==> config.mk <==
export PLATFORM = sky130hd
export DESIGN_NAME = snake_game_ctrl
export DESIGN_NICKNAME = d
export VERILOG_FILES = /design/src/rtl/snake_game_ctrl_pkg.sv /design/src/rtl/snake_game_ctrl_dir_fifo.sv /design/src/rtl/snake_game_ctrl.sv
export SDC_FILE = /design/constraint.sdc
export NUM_CORES = 1
export LEC_CHECK = 0
export CORE_MARGIN = 4
export CORE_UTILIZATION = 45
export DETAILED_ROUTE_END_ITERATION = 10
export PLACE_DENSITY = 0.66
export REMOVE_ABC_BUFFERS = 1
export SYNTH_ARGS = -nofsm -noshare
export SYNTH_HDL_FRONTEND = slang
export SYNTH_HIERARCHICAL = 1
export SYNTH_SLANG_ARGS = --single-unit
==> constraint.sdc <==
create_clock -name px_clk -period 3.1 [get_ports px_clk]
set_input_delay 0.31 -clock px_clk [delete_from_list [all_inputs] [get_ports px_clk]]
set_output_delay 0.31 -clock px_clk [all_outputs]
set_load 0.005 [all_outputs]
==> src/rtl/snake_game_ctrl_pkg.sv <==
// Shared encodings and key decoding for the snake game sequencer.
package snake_game_ctrl_pkg;

  typedef enum logic [1:0] {
    DIR_UP    = 2'd0,
    DIR_RIGHT = 2'd1,
    DIR_DOWN  = 2'd2,
    DIR_LEFT  = 2'd3
  } dir_t;

  typedef enum logic [1:0] {
    ST_IDLE  = 2'd0,
    ST_RUN   = 2'd1,
    ST_PAUSE = 2'd2,
    ST_OVER  = 2'd3
  } state_t;

  localparam logic [7:0] KEY_SPACE = 8'h20;
  localparam logic [7:0] KEY_W     = 8'h77;
  localparam logic [7:0] KEY_D     = 8'h64;
  localparam logic [7:0] KEY_S     = 8'h73;
  localparam logic [7:0] KEY_A     = 8'h61;
  localparam logic [7:0] KEY_R     = 8'h72;
  // ASCII upper case is lower case with bit 5 cleared
  localparam logic [7:0] CASE_BIT  = 8'h20;

  typedef struct packed {
    logic is_dir;
    dir_t dir;
    logic space;
    logic restart;
  } key_t;

  function automatic key_t decode_key(input logic [7:0] byte_in);
    key_t       k;
    logic [7:0] lc;
    k  = '0;
    // Fold letters to lower case; space is matched on the raw byte
    lc = byte_in | CASE_BIT;
    if (byte_in == KEY_SPACE) begin
      k.space = 1'b1;
    end else if (byte_in[6]) begin
      case (lc)
        KEY_W:   begin k.is_dir = 1'b1; k.dir = DIR_UP;    end
        KEY_D:   begin k.is_dir = 1'b1; k.dir = DIR_RIGHT; end
        KEY_S:   begin k.is_dir = 1'b1; k.dir = DIR_DOWN;  end
        KEY_A:   begin k.is_dir = 1'b1; k.dir = DIR_LEFT;  end
        KEY_R:   k.restart = 1'b1;
        default: k = '0;
      endcase
    end
    return k;
  endfunction

endpackage

==> src/rtl/snake_game_ctrl_dir_fifo.sv <==
// Small synchronous FIFO of queued move directions (DEPTH must be a power of 2).
module dir_fifo
  import snake_game_ctrl_pkg::*;
#(
  parameter int unsigned DEPTH = 2
) (
  input  logic clk,
  input  logic rstn,
  input  logic push,
  input  logic pop,
  input  logic flush,
  input  dir_t din,
  output dir_t head,
  output dir_t tail,
  output logic full,
  output logic empty
);

  localparam int unsigned AW = (DEPTH > 1) ? $clog2(DEPTH) : 1;

  dir_t           mem [DEPTH];
  logic [AW:0]    wr_ptr;
  logic [AW:0]    rd_ptr;
  logic [AW-1:0]  tail_idx;

  // Extra pointer MSB distinguishes full from empty
  always_comb begin
    empty    = (wr_ptr == rd_ptr);
    full     = (wr_ptr[AW] != rd_ptr[AW]) && (wr_ptr[AW-1:0] == rd_ptr[AW-1:0]);
    tail_idx = wr_ptr[AW-1:0] - AW'(1);
    head     = mem[rd_ptr[AW-1:0]];
    tail     = mem[tail_idx];
  end

  // Storage and pointer update; flush dominates push/pop
  always_ff @(posedge clk or negedge rstn) begin
    if (!rstn) begin
      wr_ptr <= '0;
      rd_ptr <= '0;
      for (int unsigned i = 0; i < DEPTH; i++) mem[i] <= DIR_UP;
    end else if (flush) begin
      wr_ptr <= '0;
      rd_ptr <= '0;
    end else begin
      if (push && !full) begin
        mem[wr_ptr[AW-1:0]] <= din;
        wr_ptr              <= wr_ptr + 1'b1;
      end
      if (pop && !empty) rd_ptr <= rd_ptr + 1'b1;
    end
  end

endmodule

==> src/rtl/snake_game_ctrl.sv <==
// Snake game sequencer: key decode, direction queue, frame-paced stepping, game FSM.
module snake_game_ctrl
  import snake_game_ctrl_pkg::*;
#(
  parameter int unsigned BASE_PERIOD   = 30,
  parameter int unsigned MIN_PERIOD    = 4,
  parameter int unsigned SPEEDUP_SHIFT = 2,
  parameter int unsigned FIFO_DEPTH    = 2,
  parameter bit          VS_ACTIVE_LOW = 1'b1
) (
  input  logic       px_clk,
  input  logic       rstn,
  input  logic [7:0] dataRX,
  input  logic       WR_RX,
  input  logic       vsync,
  input  logic       collision,
  input  logic [9:0] points,
  output logic [1:0] dir,
  output logic       step,
  output logic       clear_board,
  output logic [1:0] game_state
);

  localparam logic VS_IDLE = VS_ACTIVE_LOW ? 1'b1 : 1'b0;

  state_t     state;
  dir_t       dir_q;
  logic [7:0] cnt;
  logic       vs_q;
  logic       tick;

  key_t       key;
  logic       key_dir;
  logic       key_space;
  logic       key_restart;
  logic [9:0] scaled;
  logic [7:0] sub;
  logic [7:0] period;
  logic       step_now;
  dir_t       ref_dir;
  logic       push;
  logic       pop;
  logic       flush;
  dir_t       fifo_head;
  dir_t       fifo_tail;
  logic       fifo_full;
  logic       fifo_empty;

  assign dir         = dir_q;
  assign game_state  = state;

  // Key decode, gated by the byte-valid strobe
  always_comb begin
    key         = decode_key(dataRX);
    key_dir     = WR_RX && key.is_dir;
    key_space   = WR_RX && key.space;
    key_restart = WR_RX && key.restart;
  end

  // Step period from score, saturating subtraction then floor
  always_comb begin
    scaled = points >> SPEEDUP_SHIFT;
    if (scaled >= 10'(BASE_PERIOD)) sub = '0;
    else                            sub = 8'(BASE_PERIOD) - scaled[7:0];
    period = (sub < 8'(MIN_PERIOD)) ? 8'(MIN_PERIOD) : sub;
  end

  // Queue control: a step is only taken while staying in RUN; pushes compare
  // against the newest queued direction so turns chain correctly
  always_comb begin
    step_now = (state == ST_RUN) && !collision && !key_restart && !key_space &&
               tick && (cnt >= period - 8'd1);
    pop      = step_now && !fifo_empty;
    ref_dir  = fifo_empty ? dir_q : fifo_tail;
    push     = (state == ST_RUN) && !collision && !key_restart && !key_space &&
               key_dir && (key.dir != ref_dir) &&
               (key.dir != dir_t'(ref_dir ^ 2'd2)) && !fifo_full;
    flush    = ((state == ST_RUN) && (collision || key_restart)) ||
               (((state == ST_PAUSE) || (state == ST_OVER)) && key_restart);
  end

  dir_fifo #(.DEPTH(FIFO_DEPTH)) u_fifo (
    .clk   (px_clk),
    .rstn  (rstn),
    .push  (push),
    .pop   (pop),
    .flush (flush),
    .din   (key.dir),
    .head  (fifo_head),
    .tail  (fifo_tail),
    .full  (fifo_full),
    .empty (fifo_empty)
  );

  // Registered vsync edge detect: tick one cycle after the active-going edge
  always_ff @(posedge px_clk or negedge rstn) begin
    if (!rstn) begin
      vs_q <= VS_IDLE;
      tick <= 1'b0;
    end else begin
      vs_q <= vsync;
      tick <= (vs_q == VS_IDLE) && (vsync != VS_IDLE);
    end
  end

  // Game FSM with frame counter and registered pulse outputs
  always_ff @(posedge px_clk or negedge rstn) begin
    if (!rstn) begin
      state       <= ST_IDLE;
      dir_q       <= DIR_RIGHT;
      step        <= 1'b0;
      clear_board <= 1'b0;
      cnt         <= '0;
    end else begin
      step        <= 1'b0;
      clear_board <= 1'b0;
      case (state)
        ST_IDLE: begin
          if (key_dir) begin
            state       <= ST_RUN;
            dir_q       <= key.dir;
            clear_board <= 1'b1;
            cnt         <= '0;
          end
        end
        ST_RUN: begin
          if (collision) begin
            state <= ST_OVER;
          end else if (key_restart) begin
            state       <= ST_IDLE;
            clear_board <= 1'b1;
          end else if (key_space) begin
            state <= ST_PAUSE;
          end else if (tick) begin
            if (step_now) begin
              cnt  <= '0;
              step <= 1'b1;
              if (!fifo_empty) dir_q <= fifo_head;
            end else begin
              cnt <= cnt + 8'd1;
            end
          end
        end
        ST_PAUSE: begin
          if (key_restart) begin
            state       <= ST_IDLE;
            clear_board <= 1'b1;
          end else if (key_space) begin
            state <= ST_RUN;
          end
        end
        ST_OVER: begin
          if (key_restart) begin
            state       <= ST_IDLE;
            clear_board <= 1'b1;
          end
        end
        default: state <= ST_IDLE;
      endcase
    end
  end

endmodule

-- Word level (Yosys, flattened, before mapping)
Index checks and enable logic that the tools add are counted.
- register bits: 24
- output and inout bits: 6
- reduce and logical (&&, ||, !) cells: 37
- muxes and demuxes: 55
- bitwise operators: 6
- magnitude comparators: 7
- equality and inequality tests: 24
- $add $sub $neg: 6
- operators by type and width (cell ; number):
    8-bit two-way mux ; 8
    2-bit two-way mux ; 26
    7-bit by 6-bit equality test with 1-bit output (second input constant) ; 5
    1-bit logical AND ; 20
    2-bit inequality test (second input constant) ; 8
    8-bit case mux with 2 select lines ; 1
    1-bit two-way mux ; 12
    3-bit case mux with 4 select lines ; 1
    8-bit by 1-bit adder with 8-bit output (second input constant) ; 1
    8-bit by 6-bit equality test with 1-bit output (second input constant) ; 1
    8-bit by 5-bit >= comparator with 1-bit output (second input constant) ; 1
    8-bit >= comparator ; 1
    8-bit by 3-bit less-than comparator with 1-bit output (second input constant) ; 1
    2-bit case mux with 4 select lines ; 1
    8-bit AND reduction ; 1
    5-bit by 8-bit subtractor with 8-bit output (first input constant) ; 1
    8-bit by 1-bit subtractor with 8-bit output (second input constant) ; 1
    2-bit >= comparator (second input constant) ; 3
    1-bit NOT with 2-bit output ; 3
    6-bit AND reduction ; 1
    2-bit nonzero test ; 3
    1-bit logical NOT ; 5
    5-bit two-way mux ; 1
    2-bit by 1-bit adder with 2-bit output (second input constant) ; 2
    other kinds (21) ; 27

-- Depth between registers and ports, before layout
- depth after elaboration: 16
- depth in mapped cells: 16
- mapped depth without buffers: 16

-- Cells and area by module
Netlist, hierarchy kept.
- by module, submodules not included (module ; cells an instance ; area an instance (um^2) ; times used ; sequential area each (um^2)):
    snake_game_ctrl ; 158 ; 1436.4 ; 1 ; 402.9
    dir_fifo ; 43 ; 475.5 ; 1 ; 200.2

-- Least setup slack after synthesis
No wires, ideal clock.
- kind: input -> register
- start point: in points[2]
- end point: reg cnt[6]
- setup time: 0.066 ns
- required time: 3.034 ns
- cell stages on the path: 12
- setup slack: 0.041 ns
- arrival time: 2.993 ns
- buffers on the path: 0
- cells stage by stage: ha_1 > and2b_1 > nand2b_1 > o311ai_1 > or3_1 > mux2_1 > ha_1 > a211oi_1 > o21ai_0 > a21oi_2 > a21boi_2 > a22o_1
- word-level cells in the longest chain between the ends: 13
- elaborated cells on any way between the ends: 14
- ends and longest elaborated chain (item ; RTL line ; text):
    start: declaration ; snake_game_ctrl.sv:17 ; input logic [9:0] points,
    5-bit by 8-bit subtractor with 8-bit output or 8-bit by 5-bit >= comparator with 1-bit output (tied branches) ; snake_game_ctrl.sv:64, snake_game_ctrl.sv:63 ;
    8-bit two-way mux (*) ; snake_game_ctrl.sv:63 ; if (scaled >= 10'(BASE_PERIOD)) sub = '0;
    8-bit by 3-bit less-than comparator with 1-bit output ; snake_game_ctrl.sv:65 ; period = (sub < 8'(MIN_PERIOD)) ? 8'(MIN_PERIOD) : sub;
    8-bit two-way mux (*) ; snake_game_ctrl.sv:65 ;
    8-bit by 1-bit subtractor with 8-bit output (*) ; snake_game_ctrl.sv:72 ; tick && (cnt >= period - 8'd1);
    8-bit >= comparator (*) ; snake_game_ctrl.sv:72 ;
    1-bit logical AND (*) ; snake_game_ctrl.sv:72 ;
    8-bit two-way mux (*) ; snake_game_ctrl.sv:135 ; if (step_now) begin
    8-bit two-way mux (*) ; snake_game_ctrl.sv:134 ; end else if (tick) begin
    8-bit two-way mux (*) ; snake_game_ctrl.sv:132 ; end else if (key_space) begin
    8-bit two-way mux (*) ; snake_game_ctrl.sv:129 ; end else if (key_restart) begin
    8-bit two-way mux (*) ; snake_game_ctrl.sv:127 ; if (collision) begin
    8-bit case mux with 2 select lines (*) ; snake_game_ctrl.sv:117 ; case (state)
    end signal: assignment ; snake_game_ctrl.sv:140 ; cnt <= cnt + 8'd1;
    end: declaration ; snake_game_ctrl.sv:28 ; logic [7:0] cnt;
Mark *: on every way between the ends. The rest lies on a longest branch, timed or not. The select of a mux whose other input is x is not followed.
A chain may end at the register's enable or synchronous reset.

-- Worst setup path after layout
- start point: in points[6]
- end point: reg u_fifo.rd_ptr[0]
- word-level cells in the longest chain between the ends: 10
- elaborated cells on any way between the ends: 11
- ends and longest elaborated chain (item ; RTL line ; text):
    5-bit by 8-bit subtractor with 8-bit output or 8-bit by 5-bit >= comparator with 1-bit output (tied branches) ; snake_game_ctrl.sv:64, snake_game_ctrl.sv:63 ;
    8-bit two-way mux (*) ; snake_game_ctrl.sv:63 ;
    8-bit by 3-bit less-than comparator with 1-bit output ; snake_game_ctrl.sv:65 ;
    8-bit two-way mux (*) ; snake_game_ctrl.sv:65 ;
    8-bit by 1-bit subtractor with 8-bit output (*) ; snake_game_ctrl.sv:72 ;
    8-bit >= comparator (*) ; snake_game_ctrl.sv:72 ;
    1-bit logical AND (*) ; snake_game_ctrl.sv:72 ;
    1-bit logical AND (*) ; snake_game_ctrl.sv:73 ; pop = step_now && !fifo_empty;
    named net pop ; snake_game_ctrl.sv:42 ; logic pop;
    1-bit logical AND (*) ; snake_game_ctrl_dir_fifo.sv:49 ; if (pop && !empty) rd_ptr <= rd_ptr + 1'b1;
    2-bit nonzero test (no source line) (*) ; n/a ;
    end signal: assignment ; snake_game_ctrl_dir_fifo.sv:49 ;
    end: declaration ; snake_game_ctrl_dir_fifo.sv:23 ; logic [AW:0] rd_ptr;
The timed path passes the listed nets; every way through them passes the cells marked *.

==> results by group <==
Routing
  • DRT Pass-1 Iters: 4
  • Drt initial violations: 94
  • Drt total wl: 5170 um
  • Post-route ant nets: 0
  • Routed wire length per instance: 17.4 um
  • Vias: 1776
  • Detailed-route vias per instance: 5.96
  • Number of remaining DRC errors: 0

Global route
  • Vias in the first global route: 1795
  • Antenna violations before repair: 0
  • GR Util All Layers: 0.192
  • GRT overflow: 0
  • First-pass GRT wire length: 8200 um
  • Largest net degree at the start of global routing: 25

Synthesis
  • Mean Syn Cell Area: 9.50 um^2
  • YS warnings: 6
  • Post-Syn Area: 1900 um^2
  • Mapped Cells: 200

Power and ir drop
  • Max VDD drop: 0.184 mV
  • Leak: 1.16 nW
  • P_int: 0.619 mW
  • Final Total Pwr: 0.867 mW
  • Clock power share: 0.327
  • Flop pwr share: 0.408
  • Comb power frac: 0.265
  • P_sw: 0.248 mW
  • Sw Ratio: 0.286
  • Power Density: 340 nW/um^2

Cells and area
  • Synth-to-Final Area Change: 34.0%
  • Nets: 284
  • Share of cells above drive strength 1: 0.294
  • Cell Count, Final, Fillers Out: 298
  • Final Util: 0.632
  • Design area: 2550 um^2
  • Inserted Diodes: 0
  • Most common cell after layout, fill and taps aside: buf_4
  • Commonest non-fill, non-tap cells in the layout: buf_4, dfrtp_1, clkdlybuf4s50_1

Placement
  • Placed cell area: 2360 um^2
  • Port Buffers: 26
  • Post-placement setup slack: -0.592 ns
  • Hpwl dp: 3610 um
  • GPL Wtd Cong: 0.870
  • Inst Count DP: 294

CTS
  • Hold_buf cts: 0
  • Max clock buf depth: 2
  • Sink Count: 24
  • TritonCTS clock tree: built
  • # Post-CTS Setup Buffers: 0
  • Clk root buf: clkbuf_8
  • CTS Buf Count: 3
  • Clk_lat worst skew: 0.28 ns
  • CTS H-Tree Depth: 1
  • Worst-path clk slew: 0.09 ns

Die
  • Die X: 73.0 um
  • Die area: 5330 um^2
  • Die height: 73.0 um
  • Initial Utilization: 0.472
  • I/O pin count: 29
  • Row cnt: 23
  • CORE AREA: 4030 um^2

Outcome
  • Status: complete, no violations

Timing
  • Slew Limit Fails: 0
  • Relative slew slack: 0.271
  • Hold Violations, Final: 0
  • Worst-margin pin slew: 1.09 ns
  • Fin Hold WS: 0.463 ns
  • Max Freq: 329 MHz
  • Clock skew: 0.00426 ns
  • Tmin final: 3.04 ns
  • Final setup fails: 0
  • TNS Setup: 0 ns
  • Final setup margin: 0.0631 ns
  • Tcrit/Tclk final: 0.980

Setup path
  • WP data required: 3.30 ns
  • WP data arrival: 3.24 ns
  • Crit-path max FO: 4
  • R2r setup slk: 0.32 ns
  • Crit start category: primary input
  • WS Path Type: primary input to flip-flop
  • CP endpoint kind: flip-flop

Flow run
  • Max cap viols: 0

Worst hold path
  • Worst Hold Class: primary input to flip-flop
-- state kept, by name (all words and copies together), names as in the netlist --
| signal | cells |
|---|---|
| u_fifo/mem | 4 |
| step | 1 |
| u_fifo/rd_ptr | 2 |
| u_fifo/wr_ptr | 2 |
| dir | 2 |
| tick | 1 |
| cnt | 8 |
| vs_q | 1 |
| clear_board | 1 |
| game_state | 2 |
-- worst max-delay path, stage by stage --
cell and delay [ns]:
clkdlybuf4s50_1 0.53, inv_1 0.12, nor2_2 0.14, a21oi_1 0.11, or3_4 0.38, mux2_4 0.33
ha_4 0.18, buf_4 0.12, o211ai_1 0.21, nor2_2 0.08, a21oi_2 0.18, nor3_2 0.08
buf_4 0.16, nand2b_1 0.14, a31oi_1 0.16
-- final timing paths --
kind / startpoint / end / depth (start not counted)
worst max-delay path: points[6] / u_fifo/rd_ptr[0] / 15
worst min-delay path: vsync / vs_q / 1
worst max register to register: u_fifo/rd_ptr[0] / u_fifo/mem[0] / 8
worst min register to register: u_fifo/mem[3] / u_fifo/mem[3] / 1
max in group asynchronous: rstn / vs_q / 2
min in group asynchronous: rstn / u_fifo/mem[3] / 1
-- per-layer routing --
layer  part of all wire  global-route usage
met5                  0                   0
met4              0.023              0.0840
met3              0.040              0.0344
met2               0.50               0.324
met1               0.43               0.239
-- layout make-up --
| type | instances | area (um^2) |
|---|---|---|
| Clock buffer | 3 | 41.3 |
| Tap cell | 50 | 62.6 |
| Multi-Input combinational cell | 165 | 1360 |
| Sequential cell | 24 | 603 |
| Clock inverter | 1 | 30.0 |
| Timing Repair Buffer | 49 | 428 |
| Inverter | 6 | 22.5 |
| Fill cell | 319 | 1480 |
-- what timing repair did --
action,in CTS,in global routing
endpoints found under the setup margin,12,12
gates resized for setup,16,21
gates cloned,0,0
pin swaps,4,13
-- power by group through the flow --
stage,logic (mW),registers (mW),clock network (mW)
4_1_cts,0.219,0.353,0.288
2_1_floorplan,0.101,0.355,0
3_3_place_gp,0.206,0.357,0
6_report,0.229,0.354,0.284
3_5_place_dp,0.210,0.359,0
5_1_grt,0.251,0.357,0.301
(Power assumes the default switching activity.)
